**src/rtl/axi_lite_pkg.sv**
```systemverilog
// rtl/axi_lite_pkg.sv - shared constants, state encoding and payload types for axi_lite_master
package axi_lite_pkg;

  localparam int AXIL_ADDR_WIDTH = 8;
  localparam int AXIL_DATA_WIDTH = 32;

  typedef enum logic [2:0] {
    ST_IDLE    = 3'd0,
    ST_WR_AW_W = 3'd1,
    ST_WR_B    = 3'd2,
    ST_RD_AR   = 3'd3,
    ST_RD_R    = 3'd4,
    ST_RSP     = 3'd5
  } axil_state_e;

  typedef struct packed {
    logic                           write;
    logic [AXIL_ADDR_WIDTH-1:0]     addr;
    logic [AXIL_DATA_WIDTH-1:0]     wdata;
    logic [AXIL_DATA_WIDTH/8-1:0]   wstrb;
  } axil_cmd_t;

  typedef struct packed {
    logic                           write;
    logic [AXIL_DATA_WIDTH-1:0]     rdata;
    logic                           err;
  } axil_rsp_t;

endpackage

```
**src/rtl/axi_lite_master.sv**
```systemverilog
// rtl/axi_lite_master.sv - command-driven single-outstanding AXI-Lite master
// Optional watchdog enabled by defining AXIL_TIMEOUT_EN.
module axi_lite_master
  import axi_lite_pkg::*;
#(
  parameter int ADDR_WIDTH     = AXIL_ADDR_WIDTH,
  parameter int DATA_WIDTH     = AXIL_DATA_WIDTH,
  parameter int TIMEOUT_CYCLES = 256
) (
  input  logic                    clk,
  input  logic                    rst,
  input  logic                    cmd_valid,
  output logic                    cmd_ready,
  input  logic                    cmd_write,
  input  logic [ADDR_WIDTH-1:0]   cmd_addr,
  input  logic [DATA_WIDTH-1:0]   cmd_wdata,
  input  logic [DATA_WIDTH/8-1:0] cmd_wstrb,
  output logic                    rsp_valid,
  input  logic                    rsp_ready,
  output logic                    rsp_write,
  output logic [DATA_WIDTH-1:0]   rsp_rdata,
  output logic                    rsp_err,
  output logic                    AWVALID,
  input  logic                    AWREADY,
  output logic [ADDR_WIDTH-1:0]   AWADDR,
  output logic                    WVALID,
  input  logic                    WREADY,
  output logic [DATA_WIDTH-1:0]   WDATA,
  output logic [DATA_WIDTH/8-1:0] WSTRB,
  input  logic                    BVALID,
  output logic                    BREADY,
  output logic                    ARVALID,
  input  logic                    ARREADY,
  output logic [ADDR_WIDTH-1:0]   ARADDR,
  input  logic                    RVALID,
  output logic                    RREADY,
  input  logic [DATA_WIDTH-1:0]   RDATA
);

  localparam logic [2:0] IDLE    = ST_IDLE;
  localparam logic [2:0] WR_AW_W = ST_WR_AW_W;
  localparam logic [2:0] WR_B    = ST_WR_B;
  localparam logic [2:0] RD_AR   = ST_RD_AR;
  localparam logic [2:0] RD_R    = ST_RD_R;
  localparam logic [2:0] RSP     = ST_RSP;

  logic [2:0]              state_q, state_d;
  logic [ADDR_WIDTH-1:0]   addr_q, addr_d;
  logic [DATA_WIDTH-1:0]   wdata_q, wdata_d;
  logic [DATA_WIDTH/8-1:0] wstrb_q, wstrb_d;
  logic                    write_q, write_d;
  logic                    aw_done_q, aw_done_d;
  logic                    w_done_q, w_done_d;
  logic [DATA_WIDTH-1:0]   rdata_q, rdata_d;
  logic                    err_q, err_d;
  logic                    timeout;

  assign cmd_ready = (state_q == IDLE);
  assign rsp_valid = (state_q == RSP);
  assign AWVALID   = (state_q == WR_AW_W) && !aw_done_q;
  assign WVALID    = (state_q == WR_AW_W) && !w_done_q;
  assign BREADY    = (state_q == WR_AW_W) || (state_q == WR_B);
  assign ARVALID   = (state_q == RD_AR);
  assign RREADY    = (state_q == RD_R);
  assign AWADDR    = addr_q;
  assign ARADDR    = addr_q;
  assign WDATA     = wdata_q;
  assign WSTRB     = wstrb_q;
  assign rsp_write = write_q;
  assign rsp_rdata = rdata_q;
  assign rsp_err   = err_q;

`ifdef AXIL_TIMEOUT_EN
  localparam int CNT_W = $clog2(TIMEOUT_CYCLES + 1);
  logic [CNT_W-1:0] cnt_q, cnt_d;
  logic             waiting;

  assign waiting = (state_q == WR_AW_W) || (state_q == WR_B) ||
                   (state_q == RD_AR)   || (state_q == RD_R);
  assign timeout = waiting && (cnt_q == CNT_W'(TIMEOUT_CYCLES - 1));

  // Restart the count on every state change so each wait phase gets a full budget.
  always_comb begin
    cnt_d = cnt_q + CNT_W'(1);
    if (!waiting || (state_d != state_q)) cnt_d = '0;
  end

  always_ff @(posedge clk or posedge rst) begin
    if (rst) cnt_q <= '0;
    else     cnt_q <= cnt_d;
  end
`else
  // Without the watchdog the block waits indefinitely; TIMEOUT_CYCLES has no effect.
  assign timeout = 1'b0 && (TIMEOUT_CYCLES == 0);
`endif

  always_comb begin
    state_d   = state_q;
    addr_d    = addr_q;
    wdata_d   = wdata_q;
    wstrb_d   = wstrb_q;
    write_d   = write_q;
    aw_done_d = aw_done_q;
    w_done_d  = w_done_q;
    rdata_d   = rdata_q;
    err_d     = err_q;
    case (state_q)
      IDLE: begin
        if (cmd_valid) begin
          addr_d    = cmd_addr;
          wdata_d   = cmd_wdata;
          wstrb_d   = cmd_wstrb;
          write_d   = cmd_write;
          aw_done_d = 1'b0;
          w_done_d  = 1'b0;
          rdata_d   = '0;
          err_d     = 1'b0;
          state_d   = cmd_write ? WR_AW_W : RD_AR;
        end
      end
      WR_AW_W: begin
        aw_done_d = aw_done_q || (AWVALID && AWREADY);
        w_done_d  = w_done_q  || (WVALID && WREADY);
        // BREADY is already high here, so a B beat at the completing edge is consumed now.
        if (aw_done_d && w_done_d) begin
          state_d = BVALID ? RSP : WR_B;
        end else if (timeout) begin
          err_d   = 1'b1;
          state_d = RSP;
        end
      end
      WR_B: begin
        if (BVALID) state_d = RSP;
        else if (timeout) begin
          err_d   = 1'b1;
          state_d = RSP;
        end
      end
      RD_AR: begin
        if (ARREADY) state_d = RD_R;
        else if (timeout) begin
          err_d   = 1'b1;
          state_d = RSP;
        end
      end
      RD_R: begin
        if (RVALID) begin
          rdata_d = RDATA;
          state_d = RSP;
        end else if (timeout) begin
          err_d   = 1'b1;
          state_d = RSP;
        end
      end
      RSP: begin
        if (rsp_ready) state_d = IDLE;
      end
      default: state_d = IDLE;
    endcase
  end

  always_ff @(posedge clk or posedge rst) begin
    if (rst) begin
      state_q   <= IDLE;
      addr_q    <= '0;
      wdata_q   <= '0;
      wstrb_q   <= '0;
      write_q   <= 1'b0;
      aw_done_q <= 1'b0;
      w_done_q  <= 1'b0;
      rdata_q   <= '0;
      err_q     <= 1'b0;
    end else begin
      state_q   <= state_d;
      addr_q    <= addr_d;
      wdata_q   <= wdata_d;
      wstrb_q   <= wstrb_d;
      write_q   <= write_d;
      aw_done_q <= aw_done_d;
      w_done_q  <= w_done_d;
      rdata_q   <= rdata_d;
      err_q     <= err_d;
    end
  end

endmodule
```
**config.mk**
```make
export PLATFORM = sky130hd
export DESIGN_NAME = axi_lite_master
export DESIGN_NICKNAME = d
export VERILOG_FILES = /design/src/rtl/axi_lite_pkg.sv /design/src/rtl/axi_lite_master.sv
export SDC_FILE = /design/constraint.sdc
export NUM_CORES = 1
export LEC_CHECK = 0
export ABC_AREA = 0
export CORE_ASPECT_RATIO = 1.5
export CORE_MARGIN = 4
export CORE_UTILIZATION = 36
export CTS_BUF_LIST = sky130_fd_sc_hd__clkbuf_8 sky130_fd_sc_hd__clkbuf_16
export CTS_CLUSTER_SIZE = 30
export DETAILED_ROUTE_END_ITERATION = 8
export PLACE_DENSITY = 0.87
export SYNTH_ARGS = -nofsm -noshare
export SYNTH_HDL_FRONTEND = slang
export SYNTH_SLANG_ARGS = --single-unit
```
**constraint.sdc**
```tcl
create_clock -name clk -period 3.1 [get_ports clk]
set_clock_uncertainty 0.15 [all_clocks]
set_input_delay 0.775 -clock clk [delete_from_list [all_inputs] [get_ports clk]]
set_output_delay 0.775 -clock clk [all_outputs]
set_load 0.01 [all_outputs]
```
; ---- Word-level counts from Yosys, hierarchy flattened
; Index checks and enable logic that the tools add are counted.
[word_totals]
reg_bits = 82
output_inout_bits = 93
[classes]
reduce_logical = 17
mux = 15
n_eq_ne = 11
[op_table]
columns = cell, n
row1 = 32-bit 2-to-1 mux, 2
row2 = 32-bit one-hot mux with 2 select lines, 1
row3 = 3-bit 2-to-1 mux, 7
row4 = 3-bit one-hot mux with 6 select lines, 1
row5 = "3-bit by 2-bit == test with 1-bit output, second input constant", 2
row6 = "3-bit == test, second input constant", 2
row7 = "2-bit by 1-bit != test with 1-bit output, second input constant", 3
row8 = "2-bit != test, second input constant", 3
row9 = 6-bit AND reduction, 1
row10 = 1-bit logical AND, 5
row11 = 1-bit one-hot mux with 2 select lines, 2
row12 = 2-bit AND reduction, 2
row13 = 2-bit nonzero test, 2
row14 = "3-bit by 1-bit == test with 1-bit output, second input constant", 1
row15 = 3-bit logical NOT, 1
row16 = 1-bit logical OR, 3
row17 = 3-bit AND reduction, 1
row18 = 1-bit logical NOT, 2
row19 = 2-bit 2-to-1 mux, 1
row20 = 1-bit 2-to-1 mux, 1

; ---- Logic depth before layout (Yosys ltp)
[depth]
depth_word = 7
depth_mapped = 7
depth_no_buf = 4

; ---- Worst setup path before layout
; Ideal clock, no wire load.
[synth_timing]
kind = register -> output
from = reg state_q[0]
to = out RREADY
arrival_ns = 1.107
path_stages_with_launch = 6
path_buffers = 3
setup_slack_ns = 1.068
cell_sequence = dfrtp_1 > buf_6 > nor2_1 > and2_1 > buf_2 > buf_2
[synth_between]
elab_chain_cells = 1
[synth_lines]
columns = element, line
row1 = from (decl), axi_lite_master.sv:47  ; logic [2:0] state_q, state_d;
row2 = from (signal assigned), axi_lite_master.sv:174  ; state_q <= state_d;
row3 = 3-bit == test, axi_lite_master.sv:64  ; assign RREADY = (state_q == RD_R);
row4 = to (decl), axi_lite_master.sv:36  ; output logic RREADY,
; Every way passes these cells.

; ---- Worst setup path in the final report
[layout_timing]
from = reg state_q[1]
to = out ARVALID
[layout_between]
elab_chain_cells = 1
[layout_lines]
columns = element, line
row1 = 3-bit by 2-bit == test with 1-bit output, axi_lite_master.sv:63  ; assign ARVALID = (state_q == RD_AR);
row2 = to (decl), axi_lite_master.sv:32  ; output logic ARVALID,
; Every way passes these cells.

==> flow_summary.toml <==
[status]
status = "complete, no violations"

[worst_setup_path]
critPathArrivalTime_ns = 1.87
required_ns = 2.17
r2r_start = "state_q[1]$_DFFE_PP0P_"
start_kind = "flip-flop"
worstSetupStartpoint = "state_q[1]$_DFFE_PP0P_"
crit_fanout = 12
worstSetupPathType = "flip-flop to output pin"
cp-end-kind = "output pin"
ff2ff_path_depth = 4

[global_routing]
antenna_found_initial = 0
grt_pass1_vias = 2918
grt_first_pass_wirelength_um = 14600
track_usage_pct = 16.4
grt-ovfl-total = 0
grt_max_degree = 83

[synth]
synth.distinct_cells = 33
syn-instance-count = 294
yosysWarnings = 0
synth_fp_nets = 380
ys_ff_latch = 82
synth.avg_cell_area_um2 = 12.2
syn_area_mm2 = 0.00359
yosysSeqAreaShare_pct = 57.1

[drt]
firstDrtPassIters = 4
wl_met3_um = 674
drt_iter0_markers = 67
vias_per_cell = 4.79
wl_met2_um = 5370
drtAntennaViolNets = 0
drc = 0
routedWlPerCell_um = 16.7
wirelength_um = 9690
topRoutingLayerUsed = "met4"
wl_met1_um = 3330
num_vias = 2781

[floorplanning]
rows = 44
start_util_pct = 37.1
die_width_um = 89.5
core_area_mm2 = 0.00969
die_h_um = 130
dieArea_mm2 = 0.0117
pin_count = 179

[pwr]
internal-power_mw = 3.99
p_clk_share_pct = 18.5
power.leakage_nw = 2.51
peakVddDrop_mv = 0.565
p_seq_share_pct = 33.1
p_comb_share_pct = 48.4
total_power_mw = 5.95
power_density_mw_per_mm2 = 1060
switching_power_mw = 1.95
swShare_pct = 32.9

[flow_run]
cap_violations = 0

[clocking]
cts_hold_buf = 0
post-cts-setup-buffers = 0
clk_path_buf_depth = 2
htree_levels = 3
cts_tree = "yes"
ctsResizeCount = 0
cts_inserted_buffers = 9
path_clk_slew_ns = 0.06
root_buffer = "clkbuf_16"
clk_latency_ns = 0.33
cts.sinks = 82

[finish]
nNetsFinal = 546
area_growth_pct = 56.8
fin_cells = 580
drive_gt1_share_pct = 15.1
num_antenna_cells = 0

[timing]
fmax_ghz = 0.358
fin_crit_sh_pct = 90.1
final_max_slew_viol_count = 0
setup_violations = 0
min_period_ns = 2.79
finalSetupTns_ns = 0
rsz0062_at_grt = "false"
final-hold-violation-count = 0

[worst_hold_path]
hold_depth = 2
min_path_type = "flip-flop to flip-flop"
hold_path_startpoint = "rsp_rdata[28]$_DFFE_PP0P_"

[placed_design]
hpwl_um = 7430
dpl.cell_count = 564
gp_congestion = 0.776
io_buffer_count = 177
-- power groups by stage --
stage          Clock, mW  Sequential (mW)  Combinational [mW]
4_1_cts             1.12             1.98                2.93
3_3_place_gp           0             1.95                2.86
6_report            1.10             1.97                2.88
5_1_grt             1.17             2.04                3.10
2_1_floorplan          0             2.16                1.31
3_5_place_dp           0             1.99                2.92
-- area by class of cell --
type | instances | area (um^2)
sequential | 82 | 2050
fill | 820 | 4060
inverter | 3 | 12.5
clock buffer | 12 | 267
clock inverter | 4 | 48.8
tap | 115 | 144
timing repair buffer | 183 | 1840
multi-input combinational | 181 | 1260
-- cells in the final DEF, fill, tap and decap left out, types with 3 or more instances in the layout --
master           synthesis  final
nand3_2                  6      6
buf_4                   10      4
nor2_1                  10     10
nand2b_1                 3      3
clkinv_2                 0      3
dfrtp_1                 82     82
clkbuf_8                 0      3
nand3_1                 26     26
a21oi_1                  3      3
mux2_2                  17     17
mux2_4                  21     21
clkdlybuf4s50_1          0    177
nand2_1                 67     67
mux2_1                   9      9
clkbuf_16                0      9
-- layer usage --
layer	track usage, %	vias to the layer above
met1	17.2	1351
met2	30.0	106
met3	3.60	28
li1	-	1296
met4	8.24	0
met5	0	-
-- path summary, 6_finish.rpt --
path	endpoint	slack, ns
setup / recovery	ARVALID	0.31
hold / removal	rsp_rdata[28]$_DFFE_PP0P_	0.32
setup reg to reg	ARADDR[3]$_DFFE_PP0P_	1.07
hold reg to reg	rsp_rdata[28]$_DFFE_PP0P_	0.32
max in group asynchronous	state_q[2]$_DFFE_PP0P_	1.75
min in group asynchronous	WDATA[3]$_DFFE_PP0P_	0.71
-- state kept, by name (all words and copies together) (netlist names) --
name,cells
w_done_q,1
aw_done_q,1
state_q,3
rsp_write,1
rsp_rdata,32
WSTRB,4
ARADDR,8
WDATA,32
-- through the flow --
step / setup slack, ns / hold slack [ns] / utilization (%) / area, um^2
after floorplan: 0.0666 / 0.335 / - / 3590
after global placement: 0.584 / 0.300 / 54.8 / 5310
after detailed placement: 0.470 / 0.306 / 54.8 / 5310
after CTS: 0.281 / 0.319 / 58.1 / 5630
after global routing: 0.202 / 0.343 / 58.1 / 5630
final: 0.306 / 0.316 / 58.1 / 5630
-- cell usage after synthesis, drive strengths merged --
| library cell | n | area, um^2 |
|---|---|---|
| o31ai | 1 | 7.51 |
| inv | 3 | 11.3 |
| nand3 | 32 | 190 |
| a211oi | 1 | 7.51 |
| or3 | 1 | 6.26 |
| o211ai | 1 | 7.51 |
| nor3 | 2 | 21.3 |
| buf | 28 | 264 |
| a21oi | 3 | 15.0 |
| o21a | 1 | 7.51 |
| o22ai | 3 | 25.0 |
| o221ai | 1 | 8.76 |
| mux2 | 47 | 608 |
| a21o | 1 | 7.51 |
| nor2 | 10 | 37.5 |
| o21ai | 2 | 10.0 |
| nand2b | 3 | 18.8 |
| and2 | 3 | 21.3 |
| xnor2 | 1 | 8.76 |
| nand2 | 67 | 251 |
| conb | 1 | 3.75 |
| dfrtp | 82 | 2050 |
-- kinds of logic after synthesis --
kind of cell           share of synthesized area [%]
AO/OA/AOI/OAI                                   2.68
XOR/XNOR                                       0.244
buffers and inverters                           7.67
flip-flops                                      57.1
multiplexers                                    16.9
other                                          0.104
AND/OR/NAND/NOR                                 15.2
-- worst max-delay path: stages (launching register included) --
cell	delay, ns
dfrtp_1	0.61
nand2b_1	0.22
nor2_1	0.15
clkdlybuf4s50_1	0.55
No activity file was read; power rests on OpenSTA's default activity.
